[src/rtl/pc_gen.sv]
// pc_gen: fetch program-counter generator.
// Issues one fetch address per advancing cycle, holds it under stall,
// takes two prioritised redirects (flush over jump) and latches a redirect
// that arrives while stalled. Optional direct-mapped BTB for taken-branch
// prediction, enabled by defining PC_GEN_BTB_EN.
module pc_gen #(
   parameter int                ADDR_W    = 32,
   parameter logic [ADDR_W-1:0] RESET_PC  = '0,
   parameter int                STEP      = 4,
   parameter int                BTB_DEPTH = 16
) (
   input  logic              clk_in,
   input  logic              rst_in,
   input  logic              rdy_in,
   input  logic              stall,
   input  logic              flush,
   input  logic [ADDR_W-1:0] flush_tar,
   input  logic              jmp_tak,
   input  logic [ADDR_W-1:0] jmp_tar,
   input  logic              upd_en,
   input  logic [ADDR_W-1:0] upd_pc,
   input  logic [ADDR_W-1:0] upd_tar,
   output logic [ADDR_W-1:0] output_pc,
   output logic              output_vld,
   output logic              pred_tak
);

   logic              w_adv;
   logic [ADDR_W-1:0] w_sel;
   logic [ADDR_W-1:0] w_seq;
   logic              w_hit;
   logic [ADDR_W-1:0] w_btb_tar;

   logic [ADDR_W-1:0] r_pc;
   logic              r_pend_vld;
   logic [ADDR_W-1:0] r_pend_tar;
   logic [ADDR_W-1:0] r_out_pc;
   logic              r_out_vld;
   logic              r_pred_tak;

   assign w_adv = rdy_in & ~stall;
   assign w_sel = flush      ? flush_tar  :
                  jmp_tak    ? jmp_tar    :
                  r_pend_vld ? r_pend_tar : r_pc;
   // wraps modulo 2^ADDR_W by construction
   assign w_seq = w_sel + ADDR_W'(STEP);

`ifdef PC_GEN_BTB_EN
   localparam int SH = $clog2(STEP);
   localparam int IW = $clog2(BTB_DEPTH);
   localparam int TW = ADDR_W - SH - IW;

   logic [BTB_DEPTH-1:0] r_btb_vld;
   logic [TW-1:0]        r_btb_tag [BTB_DEPTH];
   logic [ADDR_W-1:0]    r_btb_tar [BTB_DEPTH];
   logic [IW-1:0]        w_rd_idx;
   logic [IW-1:0]        w_wr_idx;
   logic                 w_btb_wr;
   logic                 w_unused;

   assign w_rd_idx  = w_sel[SH+IW-1:SH];
   assign w_wr_idx  = upd_pc[SH+IW-1:SH];
   assign w_btb_wr  = upd_en & rdy_in;
   // lookup reads the pre-write contents; a same-cycle write lands next cycle
   assign w_hit     = r_btb_vld[w_rd_idx] &&
                      (r_btb_tag[w_rd_idx] == w_sel[ADDR_W-1:SH+IW]);
   assign w_btb_tar = r_btb_tar[w_rd_idx];
   // offset bits of the update address never reach the BTB
   assign w_unused  = ^upd_pc;

   // BTB valid bits: cleared by reset, set on update
   always_ff @(posedge clk_in) begin
      if (rst_in)
         r_btb_vld <= '0;
      else if (w_btb_wr)
         r_btb_vld[w_wr_idx] <= 1'b1;
   end

   // BTB tag/target storage: no reset needed, qualified by valid bits
   always_ff @(posedge clk_in) begin
      if (w_btb_wr) begin
         r_btb_tag[w_wr_idx] <= upd_pc[ADDR_W-1:SH+IW];
         r_btb_tar[w_wr_idx] <= upd_tar;
      end
   end
`else
   logic w_unused;

   assign w_hit     = 1'b0;
   assign w_btb_tar = '0;
   // update port has no consumer without the BTB
   assign w_unused  = ^{upd_en, upd_pc, upd_tar};
`endif

   // fetch address, prediction and pending-redirect state
   always_ff @(posedge clk_in) begin
      if (rst_in) begin
         r_pc       <= RESET_PC;
         r_out_pc   <= RESET_PC;
         r_out_vld  <= 1'b0;
         r_pred_tak <= 1'b0;
         r_pend_vld <= 1'b0;
         r_pend_tar <= '0;
      end else if (w_adv) begin
         r_out_pc   <= w_sel;
         r_out_vld  <= 1'b1;
         r_pend_vld <= 1'b0;
         r_pc       <= w_hit ? w_btb_tar : w_seq;
         r_pred_tak <= w_hit;
      end else if (rdy_in && (flush || jmp_tak)) begin
         // stalled: remember the newest redirect, held address is wrong-path
         r_pend_vld <= 1'b1;
         r_pend_tar <= flush ? flush_tar : jmp_tar;
         r_out_vld  <= 1'b0;
      end
   end

   assign output_pc  = r_out_pc;
   assign output_vld = r_out_vld;
   assign pred_tak   = r_pred_tak;

endmodule

[config.mk]
export PLATFORM = sky130hd
export DESIGN_NAME = pc_gen
export DESIGN_NICKNAME = d
export VERILOG_FILES = /design/src/rtl/pc_gen.sv
export SDC_FILE = /design/constraint.sdc
export NUM_CORES = 1
export LEC_CHECK = 0
export CORE_AREA = 2 2 130 132
export DETAILED_ROUTE_END_ITERATION = 7
export DIE_AREA = 0 0 132 134
export SYNTH_ARGS = -nofsm -noshare
export SYNTH_HDL_FRONTEND = slang
export SYNTH_SLANG_ARGS = --single-unit
[constraint.sdc]
create_clock -name clk_in -period 3.6 [get_ports clk_in]
set_input_delay 0.72 -clock clk_in [delete_from_list [all_inputs] [get_ports clk_in]]
set_output_delay 0.72 -clock clk_in [all_outputs]
set_load 0.05 [all_outputs]
==> After elaboration in Yosys (flattened, before gate mapping) <==
Index checks and enable logic that the tools add are counted.
Widths: inputs -> output; s select.
{ "totals": {"inputBits": 135, "output_inout_bits": 34, "register_bits": 98} }
{ "classes": {"add_sub_neg": 1, "n_reduce_logical": 5, "bitwise_logic": 3, "n_mux": 6} }
{ "op_table": {"columns": ["op", "count"], "rows": [
  ["$mux 32", 4],
  ["$add 32x3->32 const B", 1],
  ["$mux 1", 2],
  ["$not 1->1", 2],
  ["$reduce_and 2->1", 1],
  ["$reduce_bool 2->1", 1],
  ["$reduce_or 2->1", 1],
  ["$and 1x1->1", 1],
  ["$logic_and 1x1->1", 1],
  ["$logic_or 1x1->1", 1]
]} }

==> Depth between registers and ports, before layout <==
{ "logic_depth": {"word_depth": 4, "mapped_depth": 12, "mapped_depth_nobuf": 8} }

==> Worst setup path before layout <==
No wires, ideal clock.
{ "synth_path": {"path_type": "input port to flip-flop", "startpoint": "input flush", "endpoint": "register r_pc[28]", "setup_slack_ns": 0.323, "path_stages": 12, "n_path_buf": 6, "setup_time_ns": 0.069, "arrival_time_ns": 3.208, "path_cell_list": "buf_4 > buf_6 > buf_2 > buf_4 > buf_2 > buf_2 > mux2_2 > ha_1 > nand2_1 > nor4b_4 > mux2_2 > o21ai_1"} }
{ "synth_between": {"elab_chain_len": 2} }
{ "synth_rtl": {"columns": ["item", "line_no", "rtl"], "rows": [
  ["start: declaration", "16", "input logic flush,"],
  ["$mux 32", "42", "assign w_sel = flush ? flush_tar :"],
  ["named net w_sel[3]", "29", "logic [ADDR_W-1:0] w_sel;"],
  ["$add 32x3->32", "46", "assign w_seq = w_sel + ADDR_W'(STEP);"],
  ["end signal: assignment", "108", "r_pc <= w_hit ? w_btb_tar : w_seq;"],
  ["end: declaration", "34", "logic [ADDR_W-1:0] r_pc;"]
]} }
The timed path passes the listed nets, and every way through them passes these cells.
A chain may end at the register's enable or synchronous reset.

==> Worst setup path in the final report <==
{ "layout_path": {"startpoint": "input jmp_tak", "endpoint": "register r_pc[28]"} }
{ "layout_between": {"elab_chain_len": 3} }
{ "layout_rtl": {"columns": ["item", "line_no", "rtl"], "rows": [
  ["start: declaration", "18", "input logic jmp_tak,"],
  ["$mux 32", "43", "jmp_tak ? jmp_tar :"],
  ["$mux 32", "42", null],
  ["$add 32x3->32", "46", null]
]} }
Every way passes these cells.

==> results.ini <==
[outcome]
status=finished clean

[worst_setup_path]
cp-start-kind=input port
cpMaxStageDelayCell=clkdlybuf4s50_1
required_ns=3.89
crit_path_max_fanout=12
endpoint_kind=flip-flop
crit_type=input port to flip-flop
path_cells=clkdlybuf4s50_1 -> nor2_2 -> buf_4 -> mux2i_1 -> o21ai_1 -> buf_4 -> nor4b_4 -> mux2_2 -> o21ai_1
rr_startpoint=r_pend_vld
regToRegSetupSlack_ns=0.63
crit_arrival_ns=3.40
reg2reg_depth=6
rr_endpoint=r_pc[28]
cpPeakStageDelay_ns=0.51

[yosys]
ys_seq_elements=96
ys_async_sr_fraction_pct=0
avgSynthCellArea_um2=8.21
synth_nets=799
synth_cell_types=64
synth.top_cell.area_share_pct=35.3
seq_area_frac_synth_pct=35.3
syn_inst=663
synth-edff-count=0
yosys-top-cells-area=dfxtp_1 (35%), mux2i_1 (10%), a211oi_1 (7.9%), nor2_1 (6.0%), a21oi_1 (5.2%)
syn_area_mm2=0.00544
yosys_warnings=0
synth_ff_type=dfxtp_1
synth_area_leader_cell=dfxtp_1

[timing]
max_slew.worst_pin.slew_ns=0.982
fin_crit_sh_pct=86.4
fin_ws_ns=0.489
finalSetupTns_ns=0
finalHoldViolations=0
fmax_mhz=321
min_period_ns=3.11
final_max_slew_viol_count=0
rsz0062_at_grt=false
slew_headroom_pct=34.5
finalSetupViolCount=0
finClkSkew_ns=0.0106

[clock_tree]
cts_hold_buffers=0
cts_resized=0
clock_sinks=96
cts_made_buffers=9
clk_pin_slew_worst_paths_ns=0.07
insertion_delay_ns=0.36
cts-root-buf=clkbuf_16
tritoncts=yes
postCtsSetupBuffers=0
htreeDepth=3
clockBufferDepth=2

[place]
routabilityCongestion=0.843
dpl_cell_area_mm2=0.00675
dpl_worst_slack_ns=0.0955
port_buffers=102
place_hpwl_um=11100

[finish]
syn2layout_area_growth_pct=29.3
drive_gt1_share_pct=9.57
final_common_cell=clkdlybuf4s50_1
utilization_pct=43.2
final_cell_mix=clkdlybuf4s50_1 (100), dfxtp_1 (95), nor2_1 (87)
diodes=0
fillers=1657
final_area_mm2=0.00704
num-nets-final=883

[global_routing]
antenna_found_initial=0
grtUsageTotal_pct=17.4
overflow=0
grt_pass1_vias=4924
grt_pass1_wl_um=24800
grt_max_degree=70

[route]
first_iter_violations=320
drt_wl_total_um=15400
wl_met2_um=7580
top_layer=met4
viasPerCell=5.25
drt-wirelength-per-cell_um=15.8
ant_nets=0
first_pass_iters=5
drc=0
wl_met3_um=647
dr_total_vias=5107
met1_length_um=6990

[power]
p_int_uw=1930
powerDensity_mw_per_mm2=389
p_switching_uw=806
power_frac_comb_pct=21.6
p_leak_uw=0.00252
vdd_ir_drop_max_mv=0.210
pwr-share-clk_pct=35.3
seqPwrFrac_pct=43.1
switching_share_pct=29.5

[worst_hold_path]
hold_end=output_pc[12]
whs_path_depth=2
hold_path.class=flip-flop to flip-flop
worstHoldStart=output_pc[12]

[die]
core_area_mm2=0.0163
ioPinCount=169
die_area_mm2=0.0177
die_h_um=134
start_util_pct=33.4
row_count=47
die_x_um=132

[flow_run]
cap_violations=0

-- per-layer routing --
layer / GRT usage, % / vias up
li1: - / 2586
met1: 21.8 / 2412
met2: 30.2 / 101
met3: 4.31 / 8
met4: 3.80 / 0
met5: 0 / -
-- worst max path at each step --
| stage | from | to | slack (ns) |
|---|---|---|---|
| finish | jmp_tak | r_pc[28] | 0.49 |
| floorplan | flush | r_pc[28] | 0.32 |
| global route | jmp_tak | r_pc[24] | 0.30 |
| CTS | jmp_tak | r_pc[24] | 0.46 |
| detailed placement | jmp_tak | r_pc[24] | 0.1 |
| global placement | jmp_tak | r_pc[28] | 0.16 |
-- cells by family after synthesis --
family	synth area share, %
AND/OR/NAND/NOR	22.6
buffers and inverters	5.26
AO/OA/AOI/OAI	21.0
other	0.0689
XOR/XNOR	2.74
adder cells (fa/ha/maj)	0.230
multiplexers	12.8
flip-flops	35.3
-- state kept, by name, indices dropped and copies added, names as in the netlist --
signal and flops:
output_pc 30, output_vld 1, r_pc 32, r_pend_tar 32, r_pend_vld 1
-- synth_stat cells, types with 3 or more instances --
library cell,number
dfxtp_1,96
a31oi_1,3
nor2b_1,11
nor3_1,12
nor2_1,87
nand3_1,20
xor2_1,3
buf_4,8
and3_1,8
inv_1,3
xnor2_1,14
nand4_1,5
or3_1,3
buf_1,9
a211o_1,3
nand2_1,65
buf_2,9
nand4b_1,3
and3b_1,5
nor4_1,7
nand3b_1,10
clkbuf_1,29
o21ai_0,11
o211ai_1,3
nand2b_1,6
mux2_2,12
a21oi_1,57
mux2i_1,56
a311oi_1,9
a211oi_1,57
-- worst max-delay path, delay by kind of cell --
family / cells / cell delay, ns
buffers and inverters: 3 / 0.99
multiplexers: 2 / 0.72
AO/OA/AOI/OAI: 2 / 0.19
AND/OR/NAND/NOR: 2 / 0.77
-- metrics by stage --
step	cells	total power (uW)	hold WS [ns]
after floorplan	663	1570	0.422
after global placement	956	1780	0.443
after detailed placement	956	1790	0.448
after CTS	972	2770	0.458
after global routing	972	2860	0.476
final	972	2740	0.453
-- layout make-up --
type / count / area [um^2] / share of cell area, %
sequential: 96 / 1920 / 27.3
inverter: 3 / 11.3 / 0.160
clock inverter: 5 / 56.3 / 0.800
multi-input combinational: 506 / 3250 / 46.1
clock buffer: 11 / 233 / 3.31
timing repair buffer: 131 / 1290 / 18.4
tap: 220 / 275 / 3.91
-- power groups by stage --
stage               clock network (uW)  registers, uW  logic, uW
detailed placement                   0           1200        593
global placement                     0           1200        585
floorplan                            0           1240        329
finish                             966           1180        592
CTS                                993           1180        596
global route                      1030           1190        646
(Power assumes the default switching activity.)
